==> src/rtl/song_playback_controller.sv <==
// song_playback_controller
// Sequences playback of one song through musical_score_loader: latches the
// song choice, holds the loader in reset while loading, generates the
// per-song beat, runs a count-in, handles pause/resume/stop, and reports
// completion once the end marker has scrolled through the drain window.
//
// Ports:
//   clk, reset          clock; asynchronous active-low reset
//   start               one-cycle request to begin (IDLE only)
//   pause_toggle        one-cycle pause/resume request
//   stop                one-cycle abort request
//   song_sel            song choice, sampled on an accepted start
//   newest_note[3:0]    loader's newest note; 4'hF marks end of song
//   loader_reset        active-high reset to the loader
//   song_id             latched song choice
//   tempo[25:0]         beat period for the latched song
//   beat                one-cycle scroll strobe
//   count_in_beat       one-cycle count-in strobe
//   state[2:0]          encoded FSM state
//   beats_played[11:0]  saturating scroll-beat count
//   song_done           one-cycle completion pulse
module song_playback_controller #(
    parameter logic [25:0] TEMPO_0        = 26'd16250000,
    parameter logic [25:0] TEMPO_1        = 26'd32500000,
    parameter int          LOAD_CYCLES    = 4,
    parameter int          COUNT_IN_BEATS = 4,
    parameter int          DRAIN_BEATS    = 16
) (
    input  logic        clk,
    input  logic        reset,
    input  logic        start,
    input  logic        pause_toggle,
    input  logic        stop,
    input  logic        song_sel,
    input  logic [3:0]  newest_note,
    output logic        loader_reset,
    output logic        song_id,
    output logic [25:0] tempo,
    output logic        beat,
    output logic        count_in_beat,
    output logic [2:0]  state,
    output logic [11:0] beats_played,
    output logic        song_done
);

    localparam logic [2:0] S_IDLE    = 3'd0;
    localparam logic [2:0] S_LOAD    = 3'd1;
    localparam logic [2:0] S_COUNTIN = 3'd2;
    localparam logic [2:0] S_PLAYING = 3'd3;
    localparam logic [2:0] S_DRAIN   = 3'd4;
    localparam logic [2:0] S_DONE    = 3'd5;
    localparam logic [2:0] S_PAUSED  = 3'd6;

    localparam logic [15:0] LOAD_LAST  = 16'(LOAD_CYCLES - 1);
    localparam logic [15:0] CIN_LAST   = 16'(COUNT_IN_BEATS - 1);
    localparam logic [15:0] DRAIN_LAST = 16'(DRAIN_BEATS - 1);

    logic [2:0]  saved_state;
    logic [25:0] beat_cnt;
    logic [15:0] load_cnt;
    logic [15:0] cin_cnt;
    logic [15:0] drain_cnt;

    logic [2:0]  eff_state;
    logic [2:0]  adv_state;
    logic [2:0]  next_state;
    logic        active;
    logic        tick;
    logic        terminal;
    logic        fire;
    logic        end_mark;
    logic        accept;

    assign tempo        = song_id ? TEMPO_1 : TEMPO_0;
    assign loader_reset = (state == S_IDLE) || (state == S_LOAD);

    always_comb begin
        active    = (state == S_COUNTIN) || (state == S_PLAYING) || (state == S_DRAIN);
        // While paused, the resume cycle behaves as a cycle of the saved state.
        eff_state = (state == S_PAUSED) ? saved_state : state;
        // The pause cycle itself does not count; the resume cycle does, so a
        // terminal count suppressed by the pause fires right after resume.
        tick      = !stop && ((active && !pause_toggle) || (state == S_PAUSED && pause_toggle));
        terminal  = (beat_cnt == tempo - 26'd1);
        fire      = tick && terminal;
        end_mark  = (eff_state == S_PLAYING) && (newest_note == 4'hF);
        accept    = (state == S_IDLE) && start && !stop && !pause_toggle;

        adv_state = eff_state;
        if (fire && eff_state == S_COUNTIN && cin_cnt == CIN_LAST)
            adv_state = S_PLAYING;
        if (fire && eff_state == S_DRAIN && drain_cnt == DRAIN_LAST)
            adv_state = S_DONE;
        if (end_mark)
            adv_state = S_DRAIN;

        next_state = state;
        if (stop && state != S_IDLE) begin
            next_state = S_IDLE;
        end else begin
            case (state)
                S_IDLE:    if (accept) next_state = S_LOAD;
                S_LOAD:    if (load_cnt == LOAD_LAST) next_state = S_COUNTIN;
                S_COUNTIN,
                S_PLAYING,
                S_DRAIN:   next_state = pause_toggle ? S_PAUSED : adv_state;
                S_PAUSED:  if (pause_toggle) next_state = adv_state;
                S_DONE:    next_state = S_IDLE;
                default:   next_state = S_IDLE;
            endcase
        end
    end

    always_ff @(posedge clk or negedge reset) begin
        if (!reset) begin
            state         <= S_IDLE;
            saved_state   <= S_IDLE;
            song_id       <= 1'b0;
            beat_cnt      <= '0;
            load_cnt      <= '0;
            cin_cnt       <= '0;
            drain_cnt     <= '0;
            beat          <= 1'b0;
            count_in_beat <= 1'b0;
            beats_played  <= '0;
            song_done     <= 1'b0;
        end else begin
            state         <= next_state;
            beat          <= fire && (eff_state == S_PLAYING || eff_state == S_DRAIN);
            count_in_beat <= fire && (eff_state == S_COUNTIN);
            song_done     <= (next_state == S_DONE);

            if (active && pause_toggle && !stop)
                saved_state <= state;

            if (accept) begin
                song_id      <= song_sel;
                beats_played <= '0;
            end else if (fire && (eff_state == S_PLAYING || eff_state == S_DRAIN)
                         && beats_played != 12'hFFF) begin
                beats_played <= beats_played + 12'd1;
            end

            if (state == S_IDLE || state == S_LOAD)
                beat_cnt <= '0;
            else if (tick)
                beat_cnt <= terminal ? 26'd0 : beat_cnt + 26'd1;

            load_cnt <= (state == S_LOAD) ? load_cnt + 16'd1 : 16'd0;

            if (state == S_LOAD)
                cin_cnt <= '0;
            else if (fire && eff_state == S_COUNTIN)
                cin_cnt <= cin_cnt + 16'd1;

            if (tick && end_mark)
                drain_cnt <= '0;
            else if (fire && eff_state == S_DRAIN)
                drain_cnt <= drain_cnt + 16'd1;
        end
    end

endmodule
==> config.mk <==
export PLATFORM = sky130hd
export DESIGN_NAME = song_playback_controller
export DESIGN_NICKNAME = d
export VERILOG_FILES = /design/src/rtl/song_playback_controller.sv
export SDC_FILE = /design/constraint.sdc
export NUM_CORES = 1
export LEC_CHECK = 0
export BUFFER_PORTS_ARGS = -buffer_cell sky130_fd_sc_hd__buf_2
export CAP_MARGIN = 10
export CORE_ASPECT_RATIO = 1.1
export CORE_UTILIZATION = 60
export CTS_CLUSTER_DIAMETER = 40
export DETAILED_ROUTE_END_ITERATION = 10
export PLACE_DENSITY = 0.81
export SETUP_SLACK_MARGIN = 0.02
export SKIP_CTS_REPAIR_TIMING = 1
export SLEW_MARGIN = 10
export SYNTH_ARGS = -nofsm -noshare
export SYNTH_HDL_FRONTEND = slang
export SYNTH_SLANG_ARGS = --single-unit
==> constraint.sdc <==
create_clock -name clk -period 3.3 [get_ports clk]
set_input_delay 0.33 -clock clk [delete_from_list [all_inputs] [get_ports clk]]
set_output_delay 0.33 -clock clk [all_outputs]
set_load 0.02 [all_outputs]
=== Word level (Yosys, flattened, before mapping) ===
Cells that the tools add are included.

* Register bits: 96
* Bits of input ports: 10
* Output and inout port bits: 46
* Word-level logic and storage cells: 85

* Add/sub/neg operators: 6
* Eq/ne operators: 15
* Mux-type cells: 21
* Reduce and logical (&&, ||, !) cells: 32

{| class="wikitable"
|+ Operators by type and width
! kind !! number
|-
| 16-bit 2-to-1 mux || 5
|-
| 26-bit 2-to-1 mux || 3
|-
| 16-bit by 1-bit adder with 16-bit output, second input constant || 3
|-
| 16-bit by 2-bit == test with 1-bit output, second input constant || 2
|-
| 3-bit 2-to-1 mux || 9
|-
| 26-bit by 1-bit adder with 26-bit output, second input constant || 1
|-
| 26-bit == test || 1
|-
| 25-bit by 1-bit subtractor with 26-bit output, second input constant || 1
|-
| 25-bit 2-to-1 mux || 1
|-
| 12-bit 2-to-1 mux || 2
|-
| 1-bit logical AND || 18
|-
| 16-bit by 4-bit == test with 1-bit output, second input constant || 1
|-
| 12-bit by 1-bit adder with 12-bit output, second input constant || 1
|-
| 3-bit by 2-bit == test with 1-bit output, second input constant || 4
|-
| 3-bit == test, second input constant || 4
|-
| 12-bit inequality test, second input constant || 1
|-
| 3-bit case mux with 4 select lines || 1
|-
| 2-bit nonzero test || 4
|-
| 1-bit logical OR || 5
|-
| 4-bit == test, second input constant || 1
|-
| 3-bit by 1-bit == test with 1-bit output, second input constant || 1
|-
| 3-bit zero test || 1
|-
| 3-bit nonzero test || 1
|-
| 3-bit OR reduction || 1
|-
| 1-bit zero test || 2
|}

=== Depth between registers and ports, before layout ===
Gate-level depths: netlist of the first run.

* Depth in word-level cells: 16
* Mapped depth: 9
* Depth with buffers taken out: 7

=== Least setup slack after synthesis of the first run ===
Ideal clock, no wire load.

* Path kind: flip-flop to flip-flop
* Start: reg song_id
* End: reg beats_played[7]
* Arrival: 2.357 ns
* Path slack: 0.866 ns
* Cell stages (with the launch flop): 8
* Path buffers: 1
* Period minus slack after synthesis: 2.434 ns
* Cells stage by stage: dfrtp_1 > and4b_1 > nand3_1 > a211oi_2 > or4b_4 > buf_6 > or3_1 > a21oi_1

* Cells in the longest elaborated chain, start to end: 7

{| class="wikitable"
|+ Ends and longest elaborated chain
! item !! line !! RTL
|-
| start: declaration || 37 || <nowiki>output logic song_id,</nowiki>
|-
| start signal: assignment || 137 || <nowiki>song_id <= song_sel;</nowiki>
|-
| 25-bit 2-to-1 mux || 74 || <nowiki>assign tempo = song_id ? TEMPO_1 : TEMPO_0;</nowiki>
|-
| 25-bit by 1-bit subtractor with 26-bit output || 84 || <nowiki>terminal = (beat_cnt == tempo - 26'd1);</nowiki>
|-
| 26-bit == test || 84 ||
|-
| 1-bit logical AND || 85 || <nowiki>fire = tick && terminal;</nowiki>
|-
| 1-bit logical AND || 139 || <nowiki>end else if (fire && (eff_state == S_PLAYING || eff_state == S_DRAIN)</nowiki>
|-
| 1-bit logical AND || 140 || <nowiki>&& beats_played != 12'hFFF) begin</nowiki>
|-
| 2-bit nonzero test (no line) || -- ||
|-
| end signal: assignment || 141 || <nowiki>beats_played <= beats_played + 12'd1;</nowiki>
|-
| end: declaration || 42 || <nowiki>output logic [11:0] beats_played,</nowiki>
|}

Every way passes these cells.
A chain may end at the register's enable or synchronous reset.

=== Final worst setup path of the first run ===
* Start: reg state[2]
* End: reg beats_played[3]

* Cells in the longest elaborated chain, start to end: 10

{| class="wikitable"
|+ Ends and longest elaborated chain
! item !! line !! RTL
|-
| start: declaration || 41 || <nowiki>output logic [2:0] state,</nowiki>
|-
| start signal: assignment || 128 || <nowiki>state <= next_state;</nowiki>
|-
| 3-bit by 2-bit == test with 1-bit output || 78 || <nowiki>active = (state == S_COUNTIN) || (state == S_PLAYING) || (state == S_DRAIN);</nowiki>
|-
| 1-bit logical OR (2 in a row) || 78 ||
|-
| 1-bit logical AND || 83 || <nowiki>tick = !stop && ((active && !pause_toggle) || (state == S_PAUSED && pause_toggle));</nowiki>
|-
| 1-bit logical OR || 83 ||
|-
| 1-bit logical AND || 83 ||
|-
| 1-bit logical AND || 85 ||
|-
| 1-bit logical AND || 139 ||
|-
| 1-bit logical AND || 140 ||
|-
| 2-bit nonzero test (no line) || -- ||
|}

Several ways; a longest one is shown, not always the timed one.

==> results of run 1 <==
## how the worst min path moves through the flow
stage | start | to | slack (ns) | cells past startpoint
final | reset | drain_cnt[12] | 0.09 | 1
after global routing | reset | drain_cnt[10] | 0.16 | 1
after detailed placement | load_cnt[0] | load_cnt[0] | 0.48 | 1
after global placement | load_cnt[0] | load_cnt[0] | 0.46 | 1
after floorplan | reset | beat | 0.03 | 0
after CTS | reset | drain_cnt[0] | 0.12 | 1
## power groups by stage
stage	Combinational [W]	Clock, W	Sequential [W]
2_1_floorplan	0.000498	0	0.00130
3_3_place_gp	0.000606	0	0.00131
3_5_place_dp	0.000616	0	0.00131
4_1_cts	0.000617	0.000816	0.00129
5_1_grt	0.000678	0.000867	0.00130
6_report	0.000622	0.000807	0.00129
## cells in the final DEF, fill, tap and decap left out, types with 20 or more instances in the layout
cell type   n
nand2_1    49
buf_2      38
nand4_1    32
nor2_1     65
dfrtp_1    96
nand3_1    33
or3_1      20
xor2_1     33
a21oi_1    36
o21ai_0    45
## metrics by stage
step	power, W	cells
after CTS	0.00272	768
after global routing	0.00284	768
final	0.00272	768
after global placement	0.00191	752
after detailed placement	0.00193	752
after floorplan	0.00180	640
## layout make-up
| cell class | instances | area share |
|---|---|---|
| multi-input cells | 481 | 0.483 |
| clock buffers | 10 | 0.0232 |
| clock inverters | 6 | 0.0114 |
| well taps | 114 | 0.0240 |
| inverters | 12 | 0.00759 |
| flip-flops and latches | 96 | 0.405 |
| repair buffers | 49 | 0.0459 |
## critical path, stage by stage, from the launching register on
cell and delay [ns]:
dfrtp_1 0.60, nor2b_1 0.18, buf_4 0.16, a211oi_1 0.08, or2_2 0.40, or4b_4 0.66
or3_2 0.47, a21oi_1 0.16
## kinds of logic after synthesis
logic type               Yosys count  synth area share
AND/OR/NAND/NOR                  302             0.300
XOR/XNOR                          38            0.0597
multiplexers                       6            0.0110
buffers and inverters             63            0.0644
AO/OA/AOI/OAI                    114             0.122
flip-flops                        96             0.431
other                              2           0.00135
adder cells (fa/ha/maj)            5            0.0112
## flip-flops by register name, summed over array words and instances, names as in the netlist
signal / count
beat: 1
beat_cnt: 26
beats_played: 12
cin_cnt: 16
count_in_beat: 1
drain_cnt: 16
load_cnt: 16
saved_state: 3
song_done: 1
song_id: 1
state: 3
## metal layers
| layer | part of all wire | global-route usage | vias to the layer above |
|---|---|---|---|
| met3 | 0.056 | 0.0428 | 28 |
| met2 | 0.49 | 0.460 | 175 |
| met1 | 0.43 | 0.348 | 2273 |
| met5 | 0 | 0 | - |
| li1 | - | - | 2267 |
| met4 | 0.018 | 0.0876 | 0 |
==> metrics.yaml, run 1 <==
yosys:
  async_reset_ff_frac: 1.00
  yosysWarnings: 0
  synth_common_cells: "dfrtp_1 (96), nor2_1 (65), nand2_1 (49), o21ai_0 (45), a21oi_1 (36)"
  synthTopCellsByArea: "dfrtp_1 (43%), xor2_1 (5.2%), nor2_1 (4.4%), o21ai_0 (4.0%), buf_4 (3.6%)"
  syn_area_per_cell_um2: 8.91
  yosysTopAreaCellShare: 0.431
  synth_edf_count: 0
  yosysMostFrequentCell: "dfrtp_1"
  synth_top_area_cell: "dfrtp_1"
  seq_area_frac_synth: 0.431
  ys_ff_latch: 96
  ys_types: 67
  synth.cell_area_um2: 5580
  synthCells: 626
  synth_ff_type: "dfrtp_1"
floorplanning:
  dieWidth_um: 93.9
  start_util: 0.622
  coreArea_um2: 8960
  io_pins: 56
  fp.dieH_um: 103
  placementRows: 36
  die_area_um2: 9690
critical_path:
  r2r_end: "beats_played[3]"
  crit_fanout: 15
  endpoint_kind: "flop"
  crit_arrival_ns: 3.08
  cp.required_ns: 3.59
  r2r_setup_slack_ns: 0.51
  reg2reg_from: "state[2]"
  path_class: "flop to flop"
  cp-start-kind: "flop"
  rr_worst_depth: 7
  crit_path_end: "beats_played[3]"
  crit_start: "state[2]"
layout:
  fin_area_um2: 5940
  seqCellArea_um2: 2400
  area_growth_pct: 6.44
  insertedDiodeCount: 0
  utilization: 0.662
  fill_cells: 707
  multi_input_area_um2: 2870
  drive_gt1_frac: 0.133
  final_nets: 664
placement:
  io_buffers: 39
  dp_slack_ns: 0.548
  place_area_um2: 5730
  post-dp-hpwl_um: 8830
  gp_congestion: 0.880
power_and_ir_drop:
  p_seq_frac: 0.475
  p_switching_w: 0.000943
  power.share.clock: 0.296
  powerDensity_nw_per_um2: 458
  p_comb_frac: 0.229
  sw_frac_of_total: 0.346
  p_int_w: 0.00178
  p_leak_nw: 2.61
  irDropWorstVdd_mv: 0.237
sta:
  hold_ws_ns: 0.0928
  setup_violations: 0
  post-route-min-period_ns: 2.79
  finalSetupTns_ns: 0
  slew-limit-headroom: 0.389
  worst_slack_ns: 0.506
  finalCritPeriodShare: 0.847
  hold_violations: 0
  tightest_slew_ns: 0.917
  slew_violations: 0
  rsz0062_at_grt: "no"
  skew_ns: 0.0105
  max_freq_ghz: 0.358
clock_tree:
  clk_path_buf_depth: 2
  cts_htree_levels: 3
  ctsRootBufferMaster: "clkbuf_8"
  numCtsBuffers: 9
  clkSlewWorstSetupHoldPaths_ns: 0.09
  cts_sinks: 96
  clk_latency_ns: 0.36
  cts_tree: "done"
drt:
  vias: 4743
  vias_per_cell: 6.18
  drc: 0
  ant_nets: 0
  wl_um: 12500
  drt_iter0_drc: 549
  dr.pass1.iters: 7
  routedWlPerCell_um: 16.3
hold_path:
  hold_class: "input pin to asynchronous set/reset pin"
global_route:
  overflow: 0
  antenna_found_initial: 0
  grt_use_total: 0.268
  grt_first_pass_wirelength_um: 20400
  grt_pass1_vias: 4363
  grt_max_degree: 74
job:
  drv_cap: 0
outcome:
  outcome: "finished, final reports clean"
No activity file was read; power rests on OpenSTA's default activity.
==> inputs of run 2 (changes only) <==
Settings changed: CORE_UTILIZATION 60 to 54, PLACE_DENSITY 0.81 to 0.77.
Clock period 3.3 ns to 2.25 ns, I/O delays scaled along.
==> metrics.yaml, run 2 (same netlist as run 1, synthesis figures left out) <==
clock_tree:
  cts_sinks: 96
  clk_latency_ns: 0.38
  clkSlewWorstSetupHoldPaths_ns: 0.10
  ctsRootBufferMaster: "clkbuf_8"
  cts_htree_levels: 3
  numCtsBuffers: 9
  clk_path_buf_depth: 2
  cts_tree: "done"
critical_path:
  crit_arrival_ns: 2.71
  endpoint_kind: "flop"
  cp-start-kind: "flop"
  crit_fanout: 5
  cp.required_ns: 2.57
  path_class: "flop to flop"
drt:
  ant_nets: 0
  drt_iter0_drc: 272
  vias: 5090
  routedWlPerCell_um: 16.3
  wl_um: 14100
  dr.pass1.iters: 5
  drc: 0
  vias_per_cell: 5.89
layout:
  layout_commonest_cell: "dfrtp_1"
  largest_reg_flops: 26
  fin_area_um2: 6990
  utilization: 0.703
  mostFrequentLayoutCells: "dfrtp_1 (92), buf_4 (84), nor2_1 (63)"
  drive_gt1_frac: 0.304
  insertedDiodeCount: 0
  regMostFlops: "beat_cnt"
  area_growth_pct: 25.3
  final_nets: 754
floorplanning:
  io_pins: 56
  fp.dieH_um: 109
  placementRows: 38
  dieWidth_um: 98.9
  die_area_um2: 10700
  coreArea_um2: 9940
  start_util: 0.561
global_route:
  grt_first_pass_wirelength_um: 22600
  grt_use_total: 0.266
  antenna_found_initial: 0
  overflow: 0
  grt_max_degree: 45
  grt_pass1_vias: 4957
sta:
  slew-limit-headroom: 0.602
  skew_ns: 0.00974
  setup_violations: 8
  max_freq_ghz: 0.419
  hold_violations: 0
  post-route-min-period_ns: 2.39
  rsz0062_at_grt: "yes"
  worst_slack_ns: -0.138
  slew_violations: 0
  tightest_slew_ns: 0.598
  finalCritPeriodShare: 1.06
power_and_ir_drop:
  p_seq_frac: 0.410
  p_switching_w: 0.00147
  sw_frac_of_total: 0.326
  power.share.clock: 0.305
  p_total_w: 0.00452
  irDropWorstVdd_mv: 0.404
  p_comb_frac: 0.285
  p_leak_nw: 3.13
  p_int_w: 0.00305
  powerDensity_nw_per_um2: 647
hold_path:
  hold_class: "input pin to flop"
job:
  drv_cap: 0
placement:
  dp_slack_ns: -0.125
  place_area_um2: 6310
  io_buffers: 39
  gp_congestion: 0.888
  post-dp-hpwl_um: 9660
outcome:
  violations: "negative setup slack"
  outcome: "complete, but fails checks"
[run 2: metal layers]
layer	GRT usage	wire [um]	vias to the layer above
met5	0	0	-
met4	0.142	354	0
met3	0.0504	610	29
met2	0.453	7300	141
met1	0.322	5850	2470
li1	-	-	2450
[run 2: layout make-up]
cell class | count | area, um2
Clock inverter | 7 | 118
Tap cell | 120 | 150
Inverter | 12 | 45.0
Timing Repair Buffer | 138 | 1010
Fill cell | 723 | 2950
Clock buffer | 9 | 124
Sequential cell | 96 | 2410
Multi-Input combinational cell | 482 | 3130
[run 2: worst paths after layout]
kind / cells past startpoint / end / startpoint / slack (ns)
setup / recovery: 6 / beats_played[11] / state[0] / -0.14
hold / removal: 3 / song_id / song_sel / 0.04
setup reg to reg: 6 / beats_played[11] / state[0] / -0.14
hold reg to reg: 1 / cin_cnt[15] / cin_cnt[15] / 0.49
max in group asynchronous: 3 / drain_cnt[3] / reset / 1.19
min in group asynchronous: 2 / load_cnt[5] / reset / 0.39
[run 2: metrics by stage]
stage	setup TNS, ns	std cells	hold slack (ns)
5_1_grt	-1.26	864	0.0552
3_3_place_gp	-0.138	828	0.259
2_1_floorplan	-0.233	640	-0.0706
4_1_cts	-0.930	844	-0.153
6_report	-0.587	864	0.0375
3_5_place_dp	-0.703	828	0.263
[run 2: power groups by stage]
stage          Sequential [W]  Clock, W  Combinational, W
2_1_floorplan         0.00191         0          0.000730
3_3_place_gp          0.00188         0           0.00116
3_5_place_dp          0.00188         0           0.00118
4_1_cts               0.00185   0.00140           0.00119
5_1_grt               0.00186   0.00146           0.00139
6_report              0.00185   0.00138           0.00129
[run 2: worst max-delay path, cell delays in order, from the launching register on]
cell,delay [ns]
dfrtp_2,0.45
and4b_1,0.31
a211oi_2,0.07
or2_4,0.26
or4b_4,0.59
or4_4,0.50
a21oi_2,0.14
